$ cat src/rtl/addsub_input_sync_pkg.sv
// -----------------------------------------------------------------------------
// addsub_pkg
// Shared types and constants for the add/sub input synchroniser.
//   state_t : pairing FSM states (pair both operands / discard a remainder)
//   A_SLOT  : item slot of operand A inside the combined output word
//   B_SLOT  : item slot of operand B inside the combined output word
// -----------------------------------------------------------------------------
package addsub_pkg;

   typedef enum logic [1:0] {
      S_PAIR    = 2'd0,  // both operands consumed together
      S_DRAIN_A = 2'd1,  // B packet ended early, discard rest of A packet
      S_DRAIN_B = 2'd2   // A packet ended early, discard rest of B packet
   } state_t;

   // Output word is {B, A}: A in the low item slot, B in the high item slot.
   localparam int A_SLOT = 0;
   localparam int B_SLOT = 1;

endpackage

$ cat src/rtl/addsub_input_sync.sv
// -----------------------------------------------------------------------------
// addsub_input_sync
// Pairs two AXI-Stream operand streams (A, B) into one combined beat stream
// for the add/sub core. When one operand packet ends before the other, the
// paired packet is terminated and the rest of the longer packet is discarded.
//
// Ports:
//   clk, rst            clock, asynchronous active-high reset
//   clear               synchronous flush of FSM, output register and counter
//   in_a_*              operand A stream (tdata/tlast/tvalid in, tready out)
//   in_b_*              operand B stream (tdata/tlast/tvalid in, tready out)
//   out_*               paired stream, tdata = {B, A}, single register stage
//   mismatch_pulse      one-cycle pulse for each packet length mismatch
//   mismatch_count      saturating count of mismatches
//   dbg_state           current FSM state (addsub_pkg::state_t encoding)
//
// Handshake: a beat transfers on a rising clk edge where tvalid && tready.
// A source never lowers tvalid or changes tdata/tlast before its transfer;
// out_tdata/out_tlast are held while out_tvalid=1 && out_tready=0.
// -----------------------------------------------------------------------------
module addsub_input_sync
   import addsub_pkg::*;
#(
   parameter int ITEM_W = 32,
   parameter int CNT_W  = 16
) (
   input  logic                  clk,
   input  logic                  rst,
   input  logic                  clear,
   input  logic [ITEM_W-1:0]     in_a_tdata,
   input  logic                  in_a_tlast,
   input  logic                  in_a_tvalid,
   output logic                  in_a_tready,
   input  logic [ITEM_W-1:0]     in_b_tdata,
   input  logic                  in_b_tlast,
   input  logic                  in_b_tvalid,
   output logic                  in_b_tready,
   output logic [2*ITEM_W-1:0]   out_tdata,
   output logic                  out_tlast,
   output logic                  out_tvalid,
   input  logic                  out_tready,
   output logic                  mismatch_pulse,
   output logic [CNT_W-1:0]      mismatch_count,
   output logic [1:0]            dbg_state
);

   state_t                r_state;
   state_t                w_state_nxt;
   logic [2*ITEM_W-1:0]   r_out_tdata;
   logic                  r_out_tlast;
   logic                  r_out_tvalid;
   logic                  r_mismatch_pulse;
   logic [CNT_W-1:0]      r_mismatch_count;

   logic                  w_out_free;
   logic                  w_pair;
   logic                  w_mismatch;
   logic                  w_a_ready;
   logic                  w_b_ready;

   // Output register can accept a new beat when empty or emptying this cycle.
   assign w_out_free = !r_out_tvalid || out_tready;

   always_comb begin
      w_state_nxt = r_state;
      w_pair      = 1'b0;
      w_mismatch  = 1'b0;
      w_a_ready   = 1'b0;
      w_b_ready   = 1'b0;
      if (clear) begin
         w_state_nxt = S_PAIR;
      end else begin
         case (r_state)
            S_PAIR: begin
               // Both operands move together or not at all.
               w_pair    = w_out_free && in_a_tvalid && in_b_tvalid;
               w_a_ready = w_pair;
               w_b_ready = w_pair;
               if (w_pair) begin
                  if (in_a_tlast && !in_b_tlast) begin
                     w_state_nxt = S_DRAIN_B;
                     w_mismatch  = 1'b1;
                  end else if (in_b_tlast && !in_a_tlast) begin
                     w_state_nxt = S_DRAIN_A;
                     w_mismatch  = 1'b1;
                  end
               end
            end
            S_DRAIN_B: begin
               w_b_ready = 1'b1;
               if (in_b_tvalid && in_b_tlast) begin
                  w_state_nxt = S_PAIR;
               end
            end
            S_DRAIN_A: begin
               w_a_ready = 1'b1;
               if (in_a_tvalid && in_a_tlast) begin
                  w_state_nxt = S_PAIR;
               end
            end
            default: begin
               w_state_nxt = S_PAIR;
            end
         endcase
      end
   end

   always_ff @(posedge clk or posedge rst) begin
      if (rst) begin
         r_state          <= S_PAIR;
         r_out_tdata      <= '0;
         r_out_tlast      <= 1'b0;
         r_out_tvalid     <= 1'b0;
         r_mismatch_pulse <= 1'b0;
         r_mismatch_count <= '0;
      end else if (clear) begin
         r_state          <= S_PAIR;
         r_out_tvalid     <= 1'b0;
         r_mismatch_pulse <= 1'b0;
         r_mismatch_count <= '0;
      end else begin
         r_state          <= w_state_nxt;
         r_mismatch_pulse <= w_mismatch;
         if (w_pair) begin
            r_out_tdata[A_SLOT*ITEM_W +: ITEM_W] <= in_a_tdata;
            r_out_tdata[B_SLOT*ITEM_W +: ITEM_W] <= in_b_tdata;
            r_out_tlast  <= in_a_tlast || in_b_tlast;
            r_out_tvalid <= 1'b1;
         end else if (out_tready) begin
            r_out_tvalid <= 1'b0;
         end
         // Pulse still fires at saturation; only the count stops.
         if (w_mismatch && (r_mismatch_count != {CNT_W{1'b1}})) begin
            r_mismatch_count <= r_mismatch_count + 1'b1;
         end
      end
   end

   assign in_a_tready    = w_a_ready;
   assign in_b_tready    = w_b_ready;
   assign out_tdata      = r_out_tdata;
   assign out_tlast      = r_out_tlast;
   assign out_tvalid     = r_out_tvalid;
   assign mismatch_pulse = r_mismatch_pulse;
   assign mismatch_count = r_mismatch_count;
   assign dbg_state      = r_state;

endmodule

$ cat config.mk
export PLATFORM = sky130hd
export DESIGN_NAME = addsub_input_sync
export DESIGN_NICKNAME = d
export VERILOG_FILES = /design/src/rtl/addsub_input_sync_pkg.sv /design/src/rtl/addsub_input_sync.sv
export SDC_FILE = /design/constraint.sdc
export NUM_CORES = 1
export LEC_CHECK = 0
export BUFFER_PORTS_ARGS = -buffer_cell sky130_fd_sc_hd__buf_2
export CAP_MARGIN = 20
export CORE_MARGIN = 2
export CORE_UTILIZATION = 35
export DETAILED_ROUTE_END_ITERATION = 8
export GPL_TIMING_DRIVEN = 0
export PLACE_DENSITY = 0.7
export SLEW_MARGIN = 30
export SYNTH_ARGS = -nofsm -noshare
export SYNTH_HDL_FRONTEND = slang
export SYNTH_SLANG_ARGS = --single-unit
$ cat constraint.sdc
create_clock -name clk -period 2.8 [get_ports clk]
set_clock_uncertainty 0.1 [all_clocks]
set_input_delay 0.56 -clock clk [delete_from_list [all_inputs] [get_ports clk]]
set_output_delay 0.56 -clock clk [all_outputs]
set_load 0.02 [all_outputs]
==> results of run 1 <==
kinds of logic after synthesis:
logic type,Yosys count,synth area share
AO/OA/AOI/OAI,31,0.06250
multiplexers,69,0.2117
flip-flops,85,0.5806
adder cells (fa/ha/maj),4,0.01366
buffers and inverters,21,0.02390
AND/OR/NAND/NOR,64,0.1004
XOR/XNOR,3,0.007173
worst reg2reg max path: stages, from the launching register on:
cell      delay (ns)
dfrtp_1         0.48
ha_1            0.23
nand4_1         0.32
or4_1           0.61
o211ai_2        0.31
mux2_2          0.38
layout by cell type (no fill, tap or decap), drive strengths merged, types with 3 or more instances in the layout:
cell type,count
a211oi,4
a21o,4
buf,167
clkbuf,15
clkinv,5
dfrtp,85
ha,4
inv,8
mux2,68
nand2,11
nand3,8
nand4,6
nor2,7
nor2b,4
nor3,6
nor4,6
o211ai,6
o21ai,4
o31ai,3
or3,4
or4,6
through the flow:
stage	worst slack, ns	utilization	hold slack [ns]	power [mW]	area (sq um)
floorplan	0.4481	-	0.4792	2.157	3667
global placement	0.06414	0.4524	0.3835	2.492	4628
detailed placement	0.07987	0.4563	0.3837	2.529	4668
CTS	0.2989	0.4745	0.2016	3.357	4855
global route	0.04982	0.4754	0.2373	3.483	4863
finish	0.2620	0.4754	0.1972	3.296	4863
layer usage:
layer / vias to the layer above / wire length, um / GRT usage
li1: 1357 / - / -
met4: 0 / 139 / 0.06955
met3: 13 / 557 / 0.03679
met1: 1416 / 3627 / 0.1949
met2: 104 / 4237 / 0.2596
met5: - / 0 / 0
worst min-delay path by stage:
stage | cells after the start | startpoint | slack (ns) | to
floorplan | 2 | out_tlast | 0.48 | out_tlast
global placement | 1 | out_tdata[15] | 0.38 | out_tdata[15]
detailed placement | 2 | out_tlast | 0.38 | out_tlast
CTS | 2 | rst | 0.20 | out_tdata[46]
global route | 2 | rst | 0.24 | out_tdata[46]
finish | 2 | rst | 0.20 | out_tdata[46]
final cells by class:
type	instances	area (sq um)	share of cell area
clock inverter	5	35.03	0.007204
sequential	85	2127	0.4374
inverter	10	41.29	0.008490
timing repair buffer	160	830.8	0.1708
clock buffer	11	151.4	0.03113
tap	136	170.2	0.03499
multi-input combinational	171	1458	0.2997
buffer	11	50.05	0.01029
registers in the layout (all words and copies together), names as in the netlist:
signal	cells
out_tdata	64
mismatch_count	16
out_tvalid	1
out_tlast	1
dbg_state	2
mismatch_pulse	1
where the power goes:
group | internal (mW) | switching (mW)
sequential | 1.46 | 0.113
combinational | 0.387 | 0.533
clock | 0.371 | 0.435
==> results.py, run 1 <==
metrics = {
    "setup_path": {
        "cp-startpoint": "mismatch_count[0]",
        "r2r_cells": 5,
        "r2r_end": "mismatch_count[1]",
        "cp_top_family": "simple AND/OR/NAND/NOR gates",
        "slowest_stage": "or4_1",
        "cp_data_required_time_ns": 2.94,
        "cp_max_fo": 8,
        "r2r_slack_ns": 0.26,
        "crit_type": "reg -> reg",
        "critical_path.max_stage_delay_ns": 0.60,
        "path_depth": 5,
        "arrival_ns": 2.68,
        "cp-end-kind": "register",
        "worstPathCellList": "ha_1 -> nand4_1 -> or4_1 -> o211ai_2 -> mux2_2",
        "r2r-start": "mismatch_count[0]",
        "start_kind": "register",
        "worstSetupEndpoint": "mismatch_count[1]",
        "worst-path-buf-inv": 0,
    },
    "yosys": {
        "synth_top_cells_by_area": "dfrtp_1 58%, mux2_2 21%, ha_1 1.4%, or4_1 1.2%, nand2_1 1.1%",
        "synth_common_cells": "85 x dfrtp_1, 68 x mux2_2, 11 x nand2_1",
        "synth_top_cell_area_share": 0.5806,
        "synth-seq-cells": 85,
        "syn-num-nets": 353,
        "yosys_warnings": 0,
        "synth_top_area_cell": "dfrtp_1",
        "synth-async-reset-ratio": 1.000,
        "netlist_area_sq_mm": 0.003664,
        "synth_most_common_cell": "dfrtp_1",
        "avgSynthCellArea_sq_um": 13.23,
        "synth_cells": 277,
        "synth_edf_count": 0,
        "synthDistinctLibCells": 38,
        "ys_seq_area_frac": 0.5806,
        "ys_dominant_reg_cell": "dfrtp_1",
    },
    "global_route": {
        "grt-ovfl-total": 0,
        "grt_pass1_vias": 2981,
        "grt_max_degree": 31,
        "track_usage": 0.1567,
        "grt_pass1_wl_um": 14040,
        "antenna_found_initial": 0,
    },
    "route": {
        "vias_per_cell": 4.907,
        "drc": 0,
        "drt_first_pass_iters": 4,
        "postRouteAntennaNets": 0,
        "drtIter0Drc": 77,
        "wl_per_cell_um": 14.53,
        "routed-via-count": 2890,
        "routed_wl_um": 8560,
    },
    "cts": {
        "clk_pin_slew_worst_paths_ns": 0.08,
        "htree_levels": 3,
        "cts_sinks": 85,
        "cts_tree": "yes",
        "postCtsSetupBuffers": 0,
        "cts_buffers": 9,
        "cts_hold_buf": 0,
        "cts_buffer_depth": 2,
        "ctsRootBufferMaster": "clkbuf_8",
        "clk_latency_ns": 0.35,
        "cts_resized": 0,
    },
    "timing": {
        "setup_violations": 0,
        "hold_viol": 0,
        "relSlewSlack": 0.5407,
        "maxSlewViolCount": 0,
        "period_share": 0.9064,
        "fin_crit_ns": 2.538,
        "max_freq_ghz": 0.3940,
        "setup_tns_ns": 0,
        "rsz0062_at_grt": "no",
        "tightest_slew_ns": 0.6875,
    },
    "placed_design": {
        "place_congestion": 0.8563,
        "dp.final_hpwl_um": 6426,
        "placedCellCount": 573,
        "numPortBuffers": 158,
    },
    "layout": {
        "nets": 524,
        "stdcell_count": 589,
        "diodes": 0,
        "area_growth_pct": 32.75,
        "drive_gt1_frac": 0.5695,
        "n_fill_cell": 957,
    },
    "min_path": {
        "min_path_type": "in -> async",
    },
    "power": {
        "max-vdd-ir-drop_mv": 0.3256,
        "powerDensity_mw_per_mm2": 677.7,
        "leakage_nw": 2.366,
    },
    "outcome": {
        "status": "completed",
    },
    "floorplan": {
        "core_sq_mm": 0.01023,
        "die_area_sq_mm": 0.01130,
        "start_util": 0.3581,
        "rows": 37,
        "die_w_um": 106.3,
        "die_h_um": 106.3,
        "ios": 159,
    },
    "run": {
        "drv_cap": 0,
    },
}
(Power assumes the default switching activity.)
==> inputs of run 2 (changes only) <==
--- a/config.mk
+++ b/config.mk
@@ -12,6 +12,7 @@
 export DETAILED_ROUTE_END_ITERATION = 8
 export GPL_TIMING_DRIVEN = 0
 export PLACE_DENSITY = 0.7
+export RECOVER_POWER = 50
 export SLEW_MARGIN = 30
 export SYNTH_ARGS = -nofsm -noshare
 export SYNTH_HDL_FRONTEND = slang
==> run 2 against run 1 <==
  * Power fell by 1.2%
  * Combinational power down 4.8%
  * Clock power barely moved
  * Via count up 0.14%
  * Routed wire length grew 0.15%
  * Sequential share of layout area rose by 0.73 points
  * First-iteration DRC count is 5.2% lower
  * Register-to-register slack is essentially flat
  * Die area unchanged
  * Largest cell class unchanged
==> results.py, run 2 (same netlist as run 1, synthesis figures left out) <==
metrics = {
    "outcome": {
        "status": "completed",
    },
    "timing": {
        "period_share": 0.9064,
        "relSlewSlack": 0.09658,
        "rsz0062_at_grt": "no",
        "tightest_slew_ns": 1.348,
        "maxSlewViolCount": 0,
        "fin_crit_ns": 2.538,
        "max_freq_ghz": 0.3940,
        "timing.final.ws_setup_ns": 0.2620,
        "setup_violations": 0,
        "setup_tns_ns": 0,
        "fin_worst_hold_slack_ns": 0.3338,
        "hold_viol": 0,
    },
    "cts": {
        "cts_buffer_depth": 2,
        "clk_pin_slew_worst_paths_ns": 0.08,
        "cts_buffers": 9,
        "htree_levels": 3,
        "postCtsSetupBuffers": 0,
        "ctsRootBufferMaster": "clkbuf_8",
        "clk_latency_ns": 0.35,
        "cts_tree": "yes",
        "cts_hold_buf": 0,
        "cts_resized": 0,
        "cts_sinks": 85,
    },
    "setup_path": {
        "cp_data_required_time_ns": 2.94,
        "arrival_ns": 2.68,
        "cp-end-kind": "register",
        "cp_max_fo": 8,
        "start_kind": "register",
        "crit_type": "reg -> reg",
    },
    "run": {
        "drv_cap": 0,
    },
    "floorplan": {
        "ios": 159,
        "die_area_sq_mm": 0.01130,
        "rows": 37,
        "core_sq_mm": 0.01023,
        "start_util": 0.3581,
        "die_h_um": 106.3,
        "die_w_um": 106.3,
    },
    "placed_design": {
        "post-place-ws_ns": 0.07987,
        "dp.final_hpwl_um": 6426,
        "place_congestion": 0.8563,
        "placedCellCount": 573,
        "numPortBuffers": 158,
    },
    "route": {
        "routed_wl_um": 8573,
        "vias_per_cell": 4.913,
        "postRouteAntennaNets": 0,
        "drc": 0,
        "drtIter0Drc": 73,
        "routed-via-count": 2894,
        "wl_per_cell_um": 14.56,
        "drt_first_pass_iters": 4,
    },
    "global_route": {
        "grt_pass1_vias": 2981,
        "grt-ovfl-total": 0,
        "grt_max_degree": 31,
        "antenna_found_initial": 0,
        "grt_pass1_wl_um": 14040,
        "track_usage": 0.1567,
    },
    "layout": {
        "largest_reg_flops": 64,
        "layout_common_cells": "125 x buf_2, 85 x dfrtp_1, 68 x mux2_2, 44 x clkbuf_1",
        "final_common_cell": "buf_2",
        "nets": 524,
        "diodes": 0,
        "drive_gt1_frac": 0.4812,
        "area_growth_pct": 30.57,
        "n_fill_cell": 985,
        "stdcell_count": 589,
    },
    "min_path": {
        "min_path_type": "in -> reg",
    },
    "power": {
        "leakage_nw": 2.238,
        "max-vdd-ir-drop_mv": 0.3245,
        "powerDensity_mw_per_mm2": 680.7,
    },
}
-- run 2: final timing paths --
path | slack (ns) | depth (start not counted) | from | end
worst min-delay path | 0.33 | 2 | in_b_tdata[4] | out_tdata[36]
worst max register to register | 0.26 | 5 | mismatch_count[0] | mismatch_count[1]
worst min register to register | 0.40 | 2 | out_tlast | out_tlast
max in group asynchronous | 0.48 | 4 | rst | out_tdata[7]
worst max-delay path | 0.26 | 5 | mismatch_count[0] | mismatch_count[1]
min in group asynchronous | 0.38 | 2 | rst | out_tdata[46]
-- run 2: final cells by class --
class	count	area, sq um	area share
clock inverter	5	35.03	0.007324
tap	136	170.2	0.03557
timing repair buffer	160	753.2	0.1575
multi-input combinational	171	1458	0.3047
buffer	11	50.05	0.01046
inverter	10	38.79	0.008109
clock buffer	11	151.4	0.03165
sequential	85	2127	0.4447
-- run 2: through the flow --
| stage | util | total power, mW | instance area (sq um) |
|---|---|---|---|
| after CTS | 0.4745 | 3.357 | 4855 |
| after detailed placement | 0.4563 | 2.529 | 4668 |
| final | 0.4675 | 3.256 | 4783 |
| after global routing | 0.4675 | 3.443 | 4783 |
| after floorplan | - | 2.157 | 3667 |
| after global placement | 0.4524 | 2.492 | 4628 |
-- run 2: report_power, final --
part	switching [mW]	leakage [nW]	internal [mW]
Combinational	0.532	1.09	0.344
Sequential	0.117	1.05	1.46
Clock	0.435	0.0953	0.371
Total	1.08	2.24	2.17
-- run 2: worst max-delay path, cell delays in order, from the launching register on --
cell and delay (ns):
dfrtp_1 0.48, ha_1 0.23, nand4_1 0.32, or4_1 0.60, o211ai_2 0.31, mux2_2 0.38
-- run 2: metal layers --
layer | track usage | part of all wire | up-vias
li1 | - | - | 1357
met1 | 0.1949 | 0.42 | 1422
met2 | 0.2596 | 0.50 | 102
met3 | 0.03679 | 0.065 | 13
met4 | 0.06955 | 0.016 | 0
met5 | 0 | 0 | -
==> inputs of run 3 (changes only) <==
--- a/config.mk
+++ b/config.mk
@@ -5,14 +5,15 @@
 export SDC_FILE = /design/constraint.sdc
 export NUM_CORES = 1
 export LEC_CHECK = 0
+export ABC_AREA = 1
 export BUFFER_PORTS_ARGS = -buffer_cell sky130_fd_sc_hd__buf_2
 export CAP_MARGIN = 20
 export CORE_MARGIN = 2
 export CORE_UTILIZATION = 35
 export DETAILED_ROUTE_END_ITERATION = 8
 export GPL_TIMING_DRIVEN = 0
-export PLACE_DENSITY = 0.7
 export RECOVER_POWER = 50
+export REMOVE_ABC_BUFFERS = 1
 export SLEW_MARGIN = 30
 export SYNTH_ARGS = -nofsm -noshare
 export SYNTH_HDL_FRONTEND = slang
==> run 3 against run 2 <==
  * Clock power rose by 8.3%
  * Non-clock buffer count down 11
  * The flow now finishes with violations (max-capacitance violations, max-slew violations)
  * Cell count up 30%
==> results.py, run 3 <==
metrics = {
    "outcome": {
        "status": "finished, violations left",
        "violations": "max-capacitance violations, max-slew violations",
    },
    "yosys": {
        "ys_dominant_reg_cell": "dfrtp_1",
        "muxShareOfSynthArea": 0,
        "synth_xor_area_frac": 0.01128,
        "synth-async-reset-ratio": 1.000,
        "yosys.area_share.adder": 0.01289,
        "synth_top_family_by_area": "simple AND/OR/NAND/NOR gates",
        "synth_common_cells": "124 x nand2_1, 87 x inv_1, 85 x dfrtp_1",
        "synth-seq-cells": 85,
        "yosys_warnings": 0,
        "synth_top_cells_by_area": "dfrtp_1 55%, nand2_1 12%, o21ai_0 8.9%, inv_1 8.4%, nand3_1 3.1%",
        "synth_top_area_cell": "dfrtp_1",
        "ys_seq_area_frac": 0.5480,
        "synth_top_cell_area_share": 0.5480,
        "synth_edf_count": 0,
        "synth_cells": 468,
        "synthDistinctLibCells": 30,
        "synth-compound-area-share": 0.1048,
        "synth_most_common_cell": "nand2_1",
        "synth_simple_gate_area_frac": 0.2102,
        "avgSynthCellArea_sq_um": 8.293,
        "netlist_area_sq_mm": 0.003881,
    },
    "route": {
        "postRouteAntennaNets": 0,
        "drc": 0,
        "routed_wl_um": 9677,
        "vias_per_cell": 4.469,
        "drtIter0Drc": 189,
        "routed-via-count": 3428,
        "wl_per_cell_um": 12.62,
        "drt_first_pass_iters": 4,
    },
    "layout": {
        "drive_gt1_frac": 0.2297,
        "nets": 698,
        "final_common_cell": "nand2_1",
        "area_growth_pct": 26.89,
        "layout_common_cells": "124 x nand2_1, 118 x buf_2, 87 x inv_1, 85 x dfrtp_1, 69 x o21ai_0",
        "largest_reg_flops": 64,
        "fin_util": 0.4543,
        "fin_area_sq_mm": 0.004925,
        "diodes": 0,
    },
    "placed_design": {
        "dp.final_hpwl_um": 6752,
        "postPlaceCellArea_sq_mm": 0.004808,
        "numPortBuffers": 158,
        "place_congestion": 0.8676,
    },
    "timing": {
        "relSlewSlack": -0.1726,
        "rsz0062_at_grt": "no",
        "setup_violations": 0,
        "max_freq_ghz": 0.4025,
        "setup_tns_ns": 0,
        "tightest_slew_ns": 1.749,
        "hold_viol": 0,
        "maxSlewViolCount": 42,
        "fin_worst_hold_slack_ns": 0.3250,
        "fin_crit_ns": 2.484,
        "period_share": 0.8873,
    },
    "power": {
        "intPower_mw": 2.317,
        "seq_power_share": 0.455,
        "max-vdd-ir-drop_mv": 0.3572,
        "sw_frac_of_total": 0.3832,
        "leakage_nw": 2.734,
        "pwr-share-clk": 0.232,
        "switching_power_mw": 1.439,
        "powerDensity_mw_per_mm2": 762.7,
        "power_frac_comb": 0.313,
        "p_total_mw": 3.756,
    },
    "setup_path": {
        "arrival_ns": 1.82,
        "cp-end-kind": "primary output",
        "r2r-start": "out_tvalid",
        "cp_max_fo": 33,
        "crit_type": "reg -> out",
        "cp_data_required_time_ns": 2.14,
        "cp-startpoint": "dbg_state[0]",
        "start_kind": "register",
        "r2r_cells": 5,
    },
    "global_route": {
        "grt-ovfl-total": 0,
        "grt_max_degree": 68,
        "grt_pass1_wl_um": 15180,
        "grt_pass1_vias": 3179,
        "antenna_found_initial": 0,
        "track_usage": 0.1646,
    },
    "cts": {
        "cts_hold_buf": 0,
        "cts_resized": 0,
        "clk_latency_ns": 0.35,
        "cts_sinks": 85,
        "htree_levels": 3,
        "clk_pin_slew_worst_paths_ns": 0.09,
        "cts_buffers": 9,
        "postCtsSetupBuffers": 0,
        "cts_tree": "yes",
        "ctsRootBufferMaster": "clkbuf_8",
        "cts_buffer_depth": 2,
    },
    "min_path": {
        "worst_hold_startpoint": "in_a_tdata[5]",
        "hold_depth": 3,
        "min_path_type": "in -> reg",
    },
    "floorplan": {
        "die_w_um": 109.3,
        "rows": 38,
        "ios": 159,
        "die_h_um": 109.3,
        "start_util": 0.3580,
        "die_area_sq_mm": 0.01195,
        "core_sq_mm": 0.01084,
    },
    "run": {
        "drv_cap": 1,
    },
}
==> run 3: area by class of cell <==
type | count | area, sq um
clock buffers | 11 | 131.4
multi-input cells | 277 | 1323
inverters | 89 | 340.3
well taps | 140 | 175.2
flip-flops and latches | 85 | 2127
clock inverters | 5 | 60.06
repair buffers | 160 | 768.2
fillers | 1130 | 5916
==> run 3: cells by family after synthesis <==
family / count (synthesis)
AO/OA/AOI/OAI: 79
flip-flops: 85
XOR/XNOR: 5
buffers and inverters: 107
AND/OR/NAND/NOR: 188
adder cells (fa/ha/maj): 4
==> run 3: worst max-delay path, stage by stage, from the launching register on <==
cell     delay (ns)
dfrtp_1        0.41
inv_1          0.15
nand3_4        0.09
inv_1          0.17
nand3_4        0.33
nand2_1        0.14
buf_2          0.17
==> run 3: worst paths after layout <==
path                                           end  slack (ns)
min in group asynchronous            out_tdata[48]        0.51
worst min-delay path                  out_tdata[5]        0.32
max in group asynchronous        mismatch_count[1]        0.65
worst max register to register  mismatch_count[13]        0.64
worst min register to register       out_tdata[24]        0.39
worst max-delay path                   in_a_tready        0.32
==> run 3: per-stage QoR <==
| stage | setup WS, ns | std cells |
|---|---|---|
| 3_5_place_dp | 0.1683 | 750 |
| 4_1_cts | 0.1370 | 766 |
| 6_report | 0.3155 | 767 |
| 5_1_grt | 0.1233 | 767 |
| 3_3_place_gp | -1.122 | 748 |
| 2_1_floorplan | -0.3878 | 450 |
==> run 3: layer usage <==
metal,GRT usage,up-vias,wire (um)
li1,-,1749,-
met1,0.2131,1547,4353
met2,0.2573,110,4495
met3,0.02905,22,537
met4,0.09946,0,291
met5,0,-,0
==> run 3: power groups by stage <==
stage	sequential (mW)	clock [mW]	combinational, mW
2_1_floorplan	2.14	0	0.321
3_3_place_gp	1.72	0	1.22
3_5_place_dp	1.73	0	1.24
4_1_cts	1.70	0.908	1.25
5_1_grt	1.75	0.958	1.30
6_report	1.71	0.872	1.17
